[src/rtl/collision_pkg.sv]
// Shared types and constants for the collision lookup arbiter.
package collision_pkg;

  typedef enum logic [1:0] {
    StIdle,
    StProbe,
    StDone
  } state_e;

  localparam int unsigned CORNER_TL = 0;
  localparam int unsigned CORNER_TR = 1;
  localparam int unsigned CORNER_BL = 2;
  localparam int unsigned CORNER_BR = 3;

  localparam int unsigned DEF_SCREEN_W    = 640;
  localparam int unsigned DEF_SCREEN_H    = 480;
  localparam int unsigned DEF_SPRITE_SIZE = 32;

endpackage

[src/rtl/rr_arbiter.sv]
// Combinational round-robin pick: first set request searching upward from last_i+1.
module rr_arbiter #(
  parameter int unsigned NUM_REQ = 4,
  parameter int unsigned IDX_W   = 2
) (
  input  logic [NUM_REQ-1:0] req_i,
  input  logic [IDX_W-1:0]   last_i,
  output logic [NUM_REQ-1:0] grant_o,
  output logic [IDX_W-1:0]   idx_o,
  output logic               valid_o
);

  int unsigned cand;

  always_comb begin
    grant_o = '0;
    idx_o   = '0;
    valid_o = 1'b0;
    cand    = 0;
    for (int unsigned off = 1; off <= NUM_REQ; off++) begin
      cand = (32'(last_i) + off) % NUM_REQ;
      if (!valid_o && req_i[cand]) begin
        valid_o       = 1'b1;
        idx_o         = IDX_W'(cand);
        grant_o[cand] = 1'b1;
      end
    end
  end

endmodule

[src/rtl/collision_arbiter.sv]
// Shares one level_rom collision port among movers, probing four sprite corners per request.
// Optional COLL_EARLY_EXIT_EN: stop probing at the first wall corner.
module collision_arbiter
  import collision_pkg::*;
#(
  parameter int unsigned NUM_REQ     = 4,
  parameter int unsigned SPRITE_SIZE = DEF_SPRITE_SIZE,
  parameter int unsigned SCREEN_W    = DEF_SCREEN_W,
  parameter int unsigned SCREEN_H    = DEF_SCREEN_H
) (
  input  logic                  Clk,
  input  logic                  Reset_n,
  input  logic [NUM_REQ-1:0]    req,
  input  logic [NUM_REQ*10-1:0] req_x,
  input  logic [NUM_REQ*10-1:0] req_y,
  input  logic [2:0]            room,
  output logic [9:0]            rom_x,
  output logic [9:0]            rom_y,
  output logic [2:0]            rom_room,
  input  logic                  rom_wall,
  output logic [NUM_REQ-1:0]    ack,
  output logic                  hit,
  output logic [3:0]            hit_mask,
  output logic                  busy
);

  localparam int unsigned IdxW      = (NUM_REQ > 1) ? $clog2(NUM_REQ) : 1;
  localparam logic [9:0]  SpriteOff = 10'(SPRITE_SIZE);

  state_e               state_q, state_d;
  logic [1:0]           corner_q, corner_d;
  logic [9:0]           lx_q, lx_d, ly_q, ly_d;
  logic [2:0]           room_q, room_d;
  logic [IdxW-1:0]      last_q, last_d;
  logic [NUM_REQ-1:0]   gnt_q, gnt_d;
  logic [3:0]           acc_q, acc_d;
  logic [NUM_REQ-1:0]   ack_q, ack_d;
  logic                 hit_q, hit_d;
  logic [3:0]           hit_mask_q, hit_mask_d;
  logic                 busy_q, busy_d;

  logic [NUM_REQ-1:0]   arb_grant;
  logic [IdxW-1:0]      arb_idx;
  logic                 arb_valid;
  logic                 corner_wall;
  logic                 to_done;

  rr_arbiter #(
    .NUM_REQ (NUM_REQ),
    .IDX_W   (IdxW)
  ) u_rr (
    .req_i   (req),
    .last_i  (last_q),
    .grant_o (arb_grant),
    .idx_o   (arb_idx),
    .valid_o (arb_valid)
  );

  // Corner address is a pure function of the latched position, so it holds in IDLE.
  assign rom_x    = lx_q + (corner_q[0] ? SpriteOff : 10'd0);
  assign rom_y    = ly_q + (corner_q[1] ? SpriteOff : 10'd0);
  assign rom_room = room_q;

  // Off-screen corners never block, so the mover can walk through a door.
  assign corner_wall = rom_wall && (32'(rom_x) < SCREEN_W) && (32'(rom_y) < SCREEN_H);

  assign ack      = ack_q;
  assign hit      = hit_q;
  assign hit_mask = hit_mask_q;
  assign busy     = busy_q;

  always_comb begin
    state_d    = state_q;
    corner_d   = corner_q;
    lx_d       = lx_q;
    ly_d       = ly_q;
    room_d     = room_q;
    last_d     = last_q;
    gnt_d      = gnt_q;
    acc_d      = acc_q;
    ack_d      = '0;
    hit_d      = hit_q;
    hit_mask_d = hit_mask_q;
    to_done    = 1'b0;
    unique case (state_q)
      StIdle: begin
        if (arb_valid) begin
          state_d  = StProbe;
          lx_d     = req_x[32'(arb_idx)*10 +: 10];
          ly_d     = req_y[32'(arb_idx)*10 +: 10];
          room_d   = room;
          last_d   = arb_idx;
          gnt_d    = arb_grant;
          corner_d = 2'(CORNER_TL);
          acc_d    = 4'b0000;
        end
      end
      StProbe: begin
        acc_d[corner_q] = corner_wall;
`ifdef COLL_EARLY_EXIT_EN
        if (corner_wall) begin
          acc_d   = 4'b0001 << corner_q;
          to_done = 1'b1;
        end
`endif
        if (!to_done) begin
          if (corner_q == 2'(CORNER_BR)) to_done = 1'b1;
          else corner_d = corner_q + 2'd1;
        end
        if (to_done) begin
          state_d    = StDone;
          ack_d      = gnt_q;
          hit_d      = |acc_d;
          hit_mask_d = acc_d;
        end
      end
      StDone:  state_d = StIdle;
      default: state_d = StIdle;
    endcase
    busy_d = (state_d != StIdle);
  end

  always_ff @(posedge Clk or negedge Reset_n) begin
    if (!Reset_n) begin
      state_q    <= StIdle;
      corner_q   <= 2'd0;
      lx_q       <= 10'd0;
      ly_q       <= 10'd0;
      room_q     <= 3'd0;
      last_q     <= IdxW'(NUM_REQ - 1);
      gnt_q      <= '0;
      acc_q      <= 4'b0000;
      ack_q      <= '0;
      hit_q      <= 1'b0;
      hit_mask_q <= 4'b0000;
      busy_q     <= 1'b0;
    end else begin
      state_q    <= state_d;
      corner_q   <= corner_d;
      lx_q       <= lx_d;
      ly_q       <= ly_d;
      room_q     <= room_d;
      last_q     <= last_d;
      gnt_q      <= gnt_d;
      acc_q      <= acc_d;
      ack_q      <= ack_d;
      hit_q      <= hit_d;
      hit_mask_q <= hit_mask_d;
      busy_q     <= busy_d;
    end
  end

endmodule

[config.mk]
export PLATFORM = sky130hd
export DESIGN_NAME = collision_arbiter
export DESIGN_NICKNAME = d
export VERILOG_FILES = /design/src/rtl/collision_pkg.sv /design/src/rtl/rr_arbiter.sv /design/src/rtl/collision_arbiter.sv
export SDC_FILE = /design/constraint.sdc
export NUM_CORES = 1
export LEC_CHECK = 0
export BUFFER_PORTS_ARGS = -buffer_cell sky130_fd_sc_hd__buf_2
export CORE_ASPECT_RATIO = 1.2
export CORE_MARGIN = 1.5
export CORE_UTILIZATION = 55
export DETAILED_ROUTE_END_ITERATION = 8
export PLACE_DENSITY_LB_ADDON = 0.1
export SLEW_MARGIN = 20
export SYNTH_ARGS = -nofsm -noshare
export SYNTH_HDL_FRONTEND = slang
export SYNTH_SLANG_ARGS = --single-unit
[constraint.sdc]
create_clock -name Clk -period 9.2 [get_ports Clk]
set_input_delay 0.46 -clock Clk [delete_from_list [all_inputs] [get_ports Clk]]
set_output_delay 0.46 -clock Clk [all_outputs]
set_load 0.01 [all_outputs]
# Word level (Yosys, flattened, before mapping)
# Index checks and enable logic that the tools add are counted.
[classes]
addsub = 7
reduce_logical = 21
shifts = 2
n_eq_ne = 4
magnitude_cmp = 12
n_mul = 1
bitwise = 3
n_mux = 45
[ops]
columns = ["operator", "count"]
rows = [
  ["$shiftx A40 B7 Y10", 2],
  ["$mux W4", 7],
  ["$add A10 B6 Y10", 2],
  ["$mux W2", 8],
  ["$lt A2 B3 Y1 const B", 5],
  ["$mux W1", 15],
  ["$mux W6", 2],
  ["$or A4 B4 Y4", 3],
  ["$demux W1 S2", 5],
  ["$ge A2 B1 Y1 const B", 5],
  ["$logic_and A1 B1 Y1", 10],
  ["$lt A10 B10 Y1 const B", 1],
  ["$lt A10 B9 Y1 const B", 1],
  ["$bmux W1 S2", 4],
  ["$pmux W2 S2", 2],
  ["$pmux W4 S2", 1],
  ["$add A2 B1 Y2 const B", 3],
  ["$reduce_and A2 Y1", 3],
  ["$mul A2 B3 Y5 const B", 1],
  ["$add A2 B2 Y2 const B", 2],
  ["$bwmux W4", 1],
  ["$ne A2 B2 Y1 const B", 2],
  ["$reduce_bool A2 Y1", 2],
  ["$reduce_or A4 Y1", 1],
  ["5 further kinds", 7],
]
[word_totals]
inputBits = 90
output_inout_bits = 33
ff_bits = 47

# Longest topological paths before layout
# Gate-level depths: netlist of run 1.
[logic_depth]
depth_word = 16
ltp_mapped = 14

# By module
# Synthesis of run 1 repeated with hierarchy kept, for this count alone.
[hier_totals]
cells_unflattened = 281
area_unflattened_um2 = 3355.7
[by_module_without_submodules]
columns = ["module", "cells_per_inst", "instances", "area_each_um2"]
rows = [
  ["collision_arbiter", 195, 1, 2726.4],
  ["rr_arbiter", 86, 1, 629.4],
]

# Worst setup path before layout of run 1
# OpenSTA, ideal clock, no wires.
[synth_timing]
path_type = "reg2reg"
start = "register last_q[0]"
end = "register lx_q[0]"
t_required_ps = 9074
setup_slack_ps = 6012
stages_incl_launch_ff = 14
path_buffers = 5
arrival_ps = 3062
setup_time_ps = 126
path_cell_list = "dfstp_2 > buf_6 > inv_1 > clkbuf_1 > buf_2 > ha_1 > buf_6 > mux2_2 > o32ai_1 > a22oi_1 > buf_2 > mux2i_1 > nor3_1 > a221o_1"
[synth_between]
elab_chain_len = 15
elab_cells_between_ends = 29
cone_classes = "add/sub: 4; mul: 1; shift: 1; mux: 16; reduce/logical: 7"
[synth_rtl]
columns = ["item", "line", "text"]
rows = [
  ["from (decl)", "collision_arbiter.sv:34", "logic [IdxW-1:0] last_q, last_d;"],
  ["from (signal assigned)", "collision_arbiter.sv:130", "last_q <= IdxW'(NUM_REQ - 1);"],
  ["from (signal assigned)", "collision_arbiter.sv:143", "last_q <= last_d;"],
  ["$add A2 B1 Y2", "rr_arbiter.sv:21", "cand = (32'(last_i) + off) % NUM_REQ;"],
  ["$bmux W1 S2", "rr_arbiter.sv:22", "if (!valid_o && req_i[cand]) begin"],
  ["$mux W1 (not written as such)", "rr_arbiter.sv:22", ""],
  ["$mux W1", "rr_arbiter.sv:22", ""],
  ["$logic_not A1 Y1", "rr_arbiter.sv:22", ""],
  ["$logic_and A1 B1 Y1", "rr_arbiter.sv:22", ""],
  ["$mux W1", "rr_arbiter.sv:22", ""],
  ["$logic_not A1 Y1", "rr_arbiter.sv:22", ""],
  ["$logic_and A1 B1 Y1", "rr_arbiter.sv:22", ""],
  ["$mux W1", "rr_arbiter.sv:22", ""],
  ["$logic_not A1 Y1", "rr_arbiter.sv:22", ""],
  ["$logic_and A1 B1 Y1", "rr_arbiter.sv:22", ""],
  ["$mux W2", "rr_arbiter.sv:22", ""],
  ["$mul A2 B3 Y5", "collision_arbiter.sv:89", "lx_d = req_x[32'(arb_idx)*10 +: 10];"],
  ["$shiftx A40 B7 Y10", "collision_arbiter.sv:89", ""],
  ["to (signal assigned)", "collision_arbiter.sv:140", "lx_q <= lx_d;"],
  ["to (decl)", "collision_arbiter.sv:32", "logic [9:0] lx_q, lx_d, ly_q, ly_d;"],
]
# Several ways; a longest one is shown, not always the timed one. The select of a mux whose other input is x is not followed.
# A chain may end at the register's enable or synchronous reset.

# Worst setup path in the final report of run 1
[layout_timing]
start = "register last_q[0]"
end = "register ly_q[4]"
[layout_between]
elab_chain_len = 15
elab_cells_between_ends = 29
cone_classes = "add/sub: 4; mul: 1; shift: 1; mux: 16; reduce/logical: 7"
[layout_rtl]
columns = ["item", "line", "text"]
rows = [
  ["$add A2 B1 Y2", "rr_arbiter.sv:21", ""],
  ["$bmux W1 S2", "rr_arbiter.sv:22", ""],
  ["$mux W1 (not written as such)", "rr_arbiter.sv:22", ""],
  ["$mux W1", "rr_arbiter.sv:22", ""],
  ["$logic_not A1 Y1", "rr_arbiter.sv:22", ""],
  ["$logic_and A1 B1 Y1", "rr_arbiter.sv:22", ""],
  ["$mux W1", "rr_arbiter.sv:22", ""],
  ["$logic_not A1 Y1", "rr_arbiter.sv:22", ""],
  ["$logic_and A1 B1 Y1", "rr_arbiter.sv:22", ""],
  ["$mux W1", "rr_arbiter.sv:22", ""],
  ["$logic_not A1 Y1", "rr_arbiter.sv:22", ""],
  ["$logic_and A1 B1 Y1", "rr_arbiter.sv:22", ""],
  ["$mux W2", "rr_arbiter.sv:22", ""],
  ["$mul A2 B3 Y5", "collision_arbiter.sv:90", "ly_d = req_y[32'(arb_idx)*10 +: 10];"],
  ["$shiftx A40 B7 Y10", "collision_arbiter.sv:90", ""],
  ["to (signal assigned)", "collision_arbiter.sv:141", "ly_q <= ly_d;"],
  ["to (decl)", "collision_arbiter.sv:32", ""],
]
# Several ways; a longest one is shown, not always the timed one. The select of a mux whose other input is x is not followed.

==> flow_summary.json, run 1 <==
{
  "status": "finished, final reports clean",
  "ys_ff_latch": 46,
  "crit_fanout": 40,
  "rsz0062_at_grt": "no",
  "tritoncts": "yes",
  "grt_start_max_net_pins": 53,
  "cts_buffer_depth": 2,
  "finalSetupTns_ns": 0,
  "syn_area_um2": 3550,
  "finalClockSkew_ns": 0.00968,
  "synth_commonest_cells": "nand2_1, dfrtp_1, a21oi_1, o22ai_1, o21ai_0",
  "initial_core_util": 0.580,
  "r2r_start": "last_q[0]",
  "min_period_over_period": 0.469,
  "die_area_um2": 6950,
  "area_growth_pct": 17.1,
  "dp_hpwl_um": 6620,
  "drt_iter0_markers": 308,
  "drc": 0,
  "syn_inst": 410,
  "htree_num_levels": 2,
  "worstSetupEndpointType": "flop",
  "hold_viol_final": 0,
  "n_antenna_cell": 0,
  "fmax_mhz": 232,
  "fin_crit_ns": 4.31,
  "routedWlPerCell_um": 16.2,
  "postCtsSetupBuffers": 0,
  "setup_violations": 0,
  "clock_latency_ns": 0.31,
  "ant_nets": 0,
  "cts_hold_buffers": 0,
  "path_clk_slew_ns": 0.09,
  "tightest_slew_ns": 1.05,
  "num_vias": 3554,
  "synthArstFlopShare": 1.00,
  "cts.sinks": 46,
  "yosysTopAreaCellShare": 0.310,
  "dp.cells": 575,
  "setup_ws_ns": 4.89,
  "routabilityCongestion": 0.922,
  "crit_path_start_kind": "flop",
  "cts_root_buffer": "clkbuf_8",
  "synth_nets": 516,
  "drtPass1Iterations": 5,
  "syn_avg_cell_area_um2": 8.67,
  "rr_endpoint": "ly_q[4]",
  "gr-total-overflow": 0,
  "drive_above_1_share": 0.313,
  "numCtsBuffers": 5,
  "ir_worst_vdd_uv": 304,
  "critical_path.startpoint": "last_q[0]",
  "slew-limit-headroom": 0.301,
  "cp.required_ns": 9.45,
  "fin_cells": 583,
  "die-width_um": 76.4,
  "routed_wl_um": 9440,
  "drv_cap": 0,
  "rrSetupSlack_ns": 4.89,
  "chipHeight_um": 91.1,
  "port_buffers": 122,
  "leakage_nw": 1.95,
  "vias_per_cell": 6.10,
  "synth-edff-count": 0,
  "hold_class": "input pin to asynchronous set/reset pin",
  "top_level_ports": 123,
  "fillers": 539,
  "grt_use_total": 0.274,
  "synth_top_cell_by_area": "dfrtp_1",
  "cts-resized-gates": 0,
  "yosysWarnings": 0,
  "antenna_found_initial": 0,
  "synth_cell_types": 51,
  "synth.area.top_cells": "dfrtp_1, nand2_1, a221o_1",
  "core-area_um2": 6130,
  "synth-main-ff-cell": "dfrtp_1",
  "fp-row-count": 31,
  "crit_type": "flop to flop",
  "drv_slew": 0,
  "p_per_area_nw_per_um2": 375,
  "r2r_cells": 9,
  "grt_pass1_wl_um": 15700,
  "cp.arrival_ns": 4.56,
  "seq_area_frac_synth": 0.325,
  "yosysMostFrequentCell": "nand2_1",
  "first_global_vias": 3303,
  "place_ws_ns": 4.91,
  "nets": 606
}
cell type report:
cell class,instances,area [µm²],share of cell area
Clock buffer,5,68.8,0.0165
Clock inverter,3,45.0,0.0108
Inverter,6,22.5,0.00541
Multi-Input combinational cell,315,2120,0.511
Sequential cell,46,1150,0.277
Tap cell,82,103,0.0247
Timing Repair Buffer,126,643,0.155
logic make-up after synthesis:
kind of cell | after synthesis | synth area share
multiplexers | 19 | 0.0651
AO/OA/AOI/OAI | 144 | 0.283
buffers and inverters | 49 | 0.0796
AND/OR/NAND/NOR | 130 | 0.176
flip-flops | 46 | 0.325
XOR/XNOR | 6 | 0.0148
adder cells (fa/ha/maj) | 16 | 0.0563
placed cells by master (no fill, tap or decap), types with 2 or more instances in the layout:
master / synthesis / routed
a2111oi_2: 9 / 9
a21oi_1: 37 / 37
a221o_1: 20 / 20
a22oi_1: 5 / 5
a31oi_1: 9 / 9
and2_1: 2 / 2
and3_1: 4 / 4
buf_2: 13 / 121
buf_4: 12 / 5
clkbuf_8: 0 / 5
clkinvlp_4: 0 / 2
dfrtp_1: 44 / 44
dfstp_2: 2 / 2
ha_1: 16 / 16
inv_1: 6 / 6
mux2_2: 2 / 2
mux2i_1: 13 / 13
mux4_2: 2 / 2
nand2_1: 61 / 61
nand2b_1: 2 / 2
nand3_1: 5 / 5
nor2_1: 13 / 13
nor2b_1: 7 / 7
nor3_1: 12 / 12
nor3b_1: 3 / 3
nor4_1: 2 / 2
o21ai_0: 25 / 25
o22ai_1: 30 / 30
or3_1: 10 / 9
or3b_2: 2 / 2
xnor2_1: 4 / 4
xor2_1: 2 / 2
worst max-delay path: stages, from the launching register on:
cell       delay (ns)
dfstp_2          1.01
inv_1            0.60
ha_1             0.67
mux4_2           0.57
or2_1            0.23
a22oi_2          0.12
buf_4            0.33
o22ai_1          0.15
a2111oi_2        0.40
a221o_1          0.16
flip-flops by register name, indices dropped and copies added (netlist names):
register	count
rom_room	3
ly_q	10
busy	1
lx_q	10
ack	4
hit_mask	4
last_q	2
state_q	2
corner_q	2
gnt_q	4
acc_q	3
hit	1
stage by stage:
step | hold WS [ns] | area [µm²] | power, mW | utilization
after global placement | 0.452 | 4040 | 1.37 | 0.660
final | 0.145 | 4160 | 1.56 | 0.679
after CTS | 0.336 | 4160 | 1.56 | 0.678
after detailed placement | 0.457 | 4040 | 1.39 | 0.660
after floorplan | 0.164 | 3550 | 1.20 | -
after global routing | 0.184 | 4160 | 1.69 | 0.679
worst max path at each step:
stage,end,slack [ns],cells past startpoint
6_report,ly_q[4],4.89,9
5_1_grt,ly_q[5],4.50,9
4_1_cts,ly_q[4],4.90,9
3_3_place_gp,ly_q[4],5.01,9
3_5_place_dp,ly_q[4],4.91,9
2_1_floorplan,lx_q[0],6.01,13
power by group:
part / leakage [nW] / total (mW) / internal, mW / switching (mW)
sequential: 0.570 / 0.391 / 0.299 / 0.0922
clock: 0.0504 / 0.154 / 0.0809 / 0.0732
combinational: 1.33 / 1.01 / 0.413 / 0.601
routing by layer:
layer	GRT usage	vias up	share of wire
met4	0.0772	0	0.013
met3	0.0442	9	0.062
li1	-	1712	-
met5	0	-	0
met2	0.461	149	0.50
met1	0.363	1684	0.43
Note: power is estimated with default switching activity, not from simulation.
==> run 2, diff against run 1 <==
--- a/config.mk
+++ b/config.mk
@@ -8,7 +8,7 @@
 export BUFFER_PORTS_ARGS = -buffer_cell sky130_fd_sc_hd__buf_2
 export CORE_ASPECT_RATIO = 1.2
 export CORE_MARGIN = 1.5
-export CORE_UTILIZATION = 55
+export CORE_UTILIZATION = 46
 export DETAILED_ROUTE_END_ITERATION = 8
 export PLACE_DENSITY_LB_ADDON = 0.1
 export SLEW_MARGIN = 20
==> constraint.sdc (replaced) <==
create_clock -name Clk -period 3.7 [get_ports Clk]
set_input_delay 0.185 -clock Clk [delete_from_list [all_inputs] [get_ports Clk]]
set_output_delay 0.185 -clock Clk [all_outputs]
set_load 0.01 [all_outputs]
==> flow_summary.json, run 2 (synthesis gave the netlist of run 1 again) <==
{
  "gr-total-overflow": 0,
  "tightest_slew_ns": 0.846,
  "final_cell_mix": "buf_2, nand2_1, dfrtp_1",
  "cts_root_buffer": "clkbuf_8",
  "r2r_cells": 8,
  "rrSetupSlack_ns": 0.30,
  "fin_area_um2": 4200,
  "drc": 0,
  "setup_ws_ns": 0.305,
  "top_level_ports": 123,
  "htree_num_levels": 2,
  "grt_start_max_net_pins": 47,
  "endpoint": "lx_q[4]",
  "fin_util": 0.571,
  "drv_slew": 0,
  "cp.required_ns": 3.90,
  "postCtsSetupBuffers": 0,
  "drv_cap": 0,
  "critical_path.startpoint": "last_q[1]",
  "routed_wl_um": 9690,
  "p_total_mw": 3.92,
  "drt_iter0_markers": 249,
  "fillers": 694,
  "min_period_over_period": 0.918,
  "p_per_area_nw_per_um2": 932,
  "holdWs_ns": 0.0537,
  "numCtsBuffers": 5,
  "tritoncts": "yes",
  "antenna_found_initial": 0,
  "reg.largest.list": "lx_q: 10 flops, ly_q: 10 flops",
  "slowest_stage": "dfstp_2",
  "hold_class": "input pin to flop",
  "ir_worst_vdd_uv": 546,
  "clock_latency_ns": 0.31,
  "fin_cells": 595,
  "cp.arrival_ns": 3.60,
  "num_vias": 3544,
  "fp-row-count": 34,
  "crit_top_cell": "nand2_1",
  "grt_use_total": 0.234,
  "setup_violations": 0,
  "rsz0062_at_grt": "no",
  "vias_per_cell": 5.96,
  "final_common_cell": "buf_2",
  "cts.sinks": 46,
  "drive_above_1_share": 0.319,
  "initial_core_util": 0.483,
  "place_area_um2": 4080,
  "hold_viol_final": 0,
  "crit_fanout": 20,
  "routedWlPerCell_um": 16.3,
  "ant_nets": 0,
  "port_buffers": 122,
  "worstSetupEndpointType": "flop",
  "r2r_start": "last_q[1]",
  "rr_endpoint": "lx_q[4]",
  "core-area_um2": 7360,
  "crit_path_start_kind": "flop",
  "nets": 610,
  "leakage_nw": 1.98,
  "area_growth_pct": 18.3,
  "cpPeakStageDelay_ns": 0.69,
  "status": "finished, final reports clean",
  "place_ws_ns": 0.343,
  "routabilityCongestion": 0.832,
  "dp.cells": 586,
  "chipHeight_um": 99.3,
  "fin_crit_ns": 3.40,
  "slew-limit-headroom": 0.436,
  "grt_pass1_wl_um": 16000,
  "first_global_vias": 3283,
  "cts_buffer_depth": 2,
  "dp_hpwl_um": 6740,
  "finalClockSkew_ns": 0.00993,
  "fmax_mhz": 295,
  "path_clk_slew_ns": 0.10,
  "finalSetupTns_ns": 0,
  "cp_cell_sequence": "inv_1 > ha_1 > mux2_2 > mux2i_4 > nand2_1 > nand2_1 > a31oi_1 > a221o_1",
  "n_antenna_cell": 0,
  "die-width_um": 83.2,
  "die_area_um2": 8260,
  "crit_type": "flop to flop",
  "drtPass1Iterations": 5
}
## run 2: changes by cell type in the layout (fill, tap and decap cells not counted), sizes merged
cell	delta
buf	+3
clkinvlp	-2
clkinv	+1
dlygate4sd3	+1
inv	+1
## run 2: worst min-delay path by stage
stage | start | end | slack (ns) | depth (start not counted)
3_5_place_dp | Reset_n | lx_q[3] | 0.33 | 2
4_1_cts | room[2] | rom_room[2] | 0.05 | 3
6_report | room[0] | rom_room[0] | 0.05 | 3
2_1_floorplan | Reset_n | acc_q[0] | -0.11 | 0
5_1_grt | room[2] | rom_room[2] | 0.06 | 3
3_3_place_gp | Reset_n | lx_q[3] | 0.32 | 2
## run 2: area by class of cell
cell class	instances	area, µm²	share of cell area
sequential	46	1150	0.274
tap	90	113	0.0268
clock buffer	5	68.8	0.0164
multi-input combinational	315	2130	0.507
inverter	6	22.5	0.00536
clock inverter	3	43.8	0.0104
timing repair buffer	130	673	0.160
## run 2: report_power, final
group          switching, mW  internal [mW]  total, mW
logic                   1.57           1.04       2.62
registers              0.167          0.741      0.908
clock network          0.191          0.203      0.394
## run 2: critical path: cells and delay by family (launching register included)
family                     cells  cell delay (ns)
buffers and inverters          1             0.15
and+or+nand+nor                2             0.77
AOI/OAI and AO/OA              2             0.44
muxes                          2             0.70
adders and majority gates      1             0.52
DFF                            1             0.69
## run 2: what timing repair did
item / in CTS / in global routing
hold buffers: 1 / 0
resized for setup: 0 / 0
endpoints found under the hold margin: 40 / 0
## run 2: per-layer routing
metal	up-vias	part of all wire	GRT usage
li1	1724	-	-
met1	1680	0.46	0.319
met2	131	0.47	0.390
met3	9	0.059	0.0307
met4	0	0.013	0.0731
met5	-	0	0
==> run 3, diff against run 2 <==
--- a/config.mk
+++ b/config.mk
@@ -5,6 +5,7 @@
 export SDC_FILE = /design/constraint.sdc
 export NUM_CORES = 1
 export LEC_CHECK = 0
+export ABC_AREA = 1
 export BUFFER_PORTS_ARGS = -buffer_cell sky130_fd_sc_hd__buf_2
 export CORE_ASPECT_RATIO = 1.2
 export CORE_MARGIN = 1.5
==> flow_summary.json, run 3 <==
{
  "status": "finished, final reports clean",
  "syn_avg_cell_area_um2": 7.02,
  "finalClockSkew_ns": 0.00837,
  "routed_wl_um": 8100,
  "synth_commonest_cells": "nand2_1, inv_1, nand3_1, dfrtp_1, o211ai_1",
  "r2r_cells": 13,
  "slew-limit-headroom": 0.576,
  "drv_slew": 0,
  "cts_buffer_depth": 2,
  "routabilityCongestion": 0.876,
  "first_global_vias": 3224,
  "rr_endpoint": "ly_q[0]",
  "numCtsBuffers": 5,
  "cp_num_buf_inv": 4,
  "grt_pass1_wl_um": 13800,
  "cp.arrival_ns": 3.40,
  "multi_input_area_um2": 1690,
  "routedWlPerCell_um": 11.9,
  "final_common_cell": "nand2_1",
  "htree_num_levels": 2,
  "final_cell_mix": "nand2_1, buf_2, inv_1",
  "dp_hpwl_um": 6210,
  "syn_area_um2": 3400,
  "area_growth_pct": 19.3,
  "drive_above_1_share": 0.264,
  "tritoncts": "yes",
  "rsz0062_at_grt": "no",
  "drv_cap": 0,
  "synthArstFlopShare": 1.00,
  "core-area_um2": 7190,
  "antenna_found_initial": 0,
  "synth.area.top_cells": "dfrtp_1, nand2_1, inv_1",
  "vias_per_cell": 4.98,
  "port_buffers": 122,
  "reg.largest.list": "lx_q: 10 flops, ly_q: 10 flops",
  "r2r_start": "last_q[1]",
  "path_clk_slew_ns": 0.09,
  "finalSetupTns_ns": 0,
  "fillers": 723,
  "clock_latency_ns": 0.30,
  "p_total_mw": 4.05,
  "critical_path.startpoint": "last_q[1]",
  "worstSetupEndpointType": "flop",
  "leakage_nw": 2.39,
  "gr-total-overflow": 0,
  "crit_path_start_kind": "flop",
  "initial_core_util": 0.473,
  "endpoint": "ly_q[0]",
  "yosysWarnings": 0,
  "cpPeakStageDelay_ns": 0.62,
  "die-width_um": 81.4,
  "grt_use_total": 0.216,
  "cp.required_ns": 3.87,
  "yosysTopAreaCellShare": 0.331,
  "tightest_slew_ns": 0.636,
  "fp-row-count": 34,
  "fin_crit_ns": 3.23,
  "ys_ff_latch": 47,
  "crit_fanout": 32,
  "cp_top_family": "simple AND/OR/NAND/NOR gates",
  "hold_viol_final": 0,
  "grt_start_max_net_pins": 64,
  "num_vias": 3378,
  "seq_area_frac_synth": 0.347,
  "die_area_um2": 7910,
  "nets": 693,
  "cts-resized-gates": 0,
  "cts.sinks": 47,
  "top_level_ports": 123,
  "ir_worst_vdd_uv": 517,
  "synth-main-ff-cell": "dfrtp_1",
  "cp_cell_sequence": "inv_1 > ha_1 > inv_1 > nand3_2 > nand2_4 > nor2_4 > nand3_2 > nand2_1 > buf_4 > nor2_1 > buf_4 > o211ai_1 > nand3_1",
  "cts_root_buffer": "clkbuf_8",
  "chipHeight_um": 97.1,
  "drtPass1Iterations": 5,
  "synth_top_cell_by_area": "dfrtp_1",
  "fmax_mhz": 310,
  "synth_nets": 590,
  "n_antenna_cell": 0,
  "hold_class": "input pin to flop",
  "drc": 0,
  "min_period_over_period": 0.873,
  "regArea_um2": 1180,
  "rrSetupSlack_ns": 0.47,
  "p_per_area_nw_per_um2": 999,
  "slowest_stage": "dfstp_2",
  "yosysMostFrequentCell": "nand2_1",
  "ant_nets": 0,
  "synth_cell_types": 30,
  "syn_inst": 484,
  "setup_violations": 0,
  "crit_type": "flop to flop",
  "drt_iter0_markers": 108,
  "crit_cells": 13,
  "synth-edff-count": 0
}
[run 3: worst min-delay path by stage]
stage / startpoint / to / slack [ns] / cells after the start
floorplan: Reset_n / acc_q[0] / -0.11 / 0
global placement: room[2] / rom_room[2] / 0.39 / 3
detailed placement: room[1] / rom_room[1] / 0.39 / 3
CTS: room[1] / rom_room[1] / 0.07 / 3
global route: room[0] / rom_room[0] / 0.07 / 3
finish: room[1] / rom_room[1] / 0.08 / 3
[run 3: routing by layer]
layer / global-route usage / up-vias / part of all wire
li1: - / 1737 / -
met1: 0.263 / 1546 / 0.42
met2: 0.373 / 85 / 0.50
met3: 0.0488 / 10 / 0.057
met4: 0.0584 / 0 / 0.014
met5: 0 / - / 0
[run 3: area by class of cell]
type	instances	share of cell area
clock buffers	7	0.0213
well taps	90	0.0278
clock inverters	1	0.00216
repair buffers	125	0.158
multi-input cells	320	0.417
flip-flops and latches	47	0.291
inverters	88	0.0834
[run 3: stage by stage]
step | worst slack, ns | hold slack (ns) | cells | area [µm²] | util
floorplan | 1.32 | -0.111 | 484 | 3400 | -
global placement | 0.605 | 0.385 | 669 | 3940 | 0.549
detailed placement | 0.482 | 0.387 | 669 | 3940 | 0.549
CTS | 0.473 | 0.0653 | 677 | 4040 | 0.562
global route | 0.170 | 0.0669 | 678 | 4050 | 0.564
finish | 0.471 | 0.0790 | 678 | 4050 | 0.564
[run 3: power by group]
group	internal (mW)	total [mW]	switching (mW)	leakage [nW]
Sequential	0.764	0.941	0.177	0.585
Clock	0.153	0.324	0.171	0.0484
Combinational	0.936	2.78	1.84	1.75
[run 3: logic make-up after synthesis]
group	after synthesis	share of synthesized area
xor+xnor	6	0.0155
fa+ha+maj	16	0.0589
flops	47	0.347
simple gates	244	0.326
compound gates	54	0.0969
buf+inv	117	0.156
[run 3: worst reg2reg max path: stages (launching register included)]
cell,delay (ns)
dfstp_2,0.62
inv_1,0.19
ha_1,0.40
inv_1,0.11
nand3_2,0.12
nand2_4,0.09
nor2_4,0.16
nand3_2,0.36
nand2_1,0.22
buf_4,0.34
nor2_1,0.10
buf_4,0.19
o211ai_1,0.10
nand3_1,0.10
[run 3: repair_timing]
action	4_1_cts	5_1_grt
hold endpoints to repair	0	45
setup buffers	0	0
hold buffers	0	1
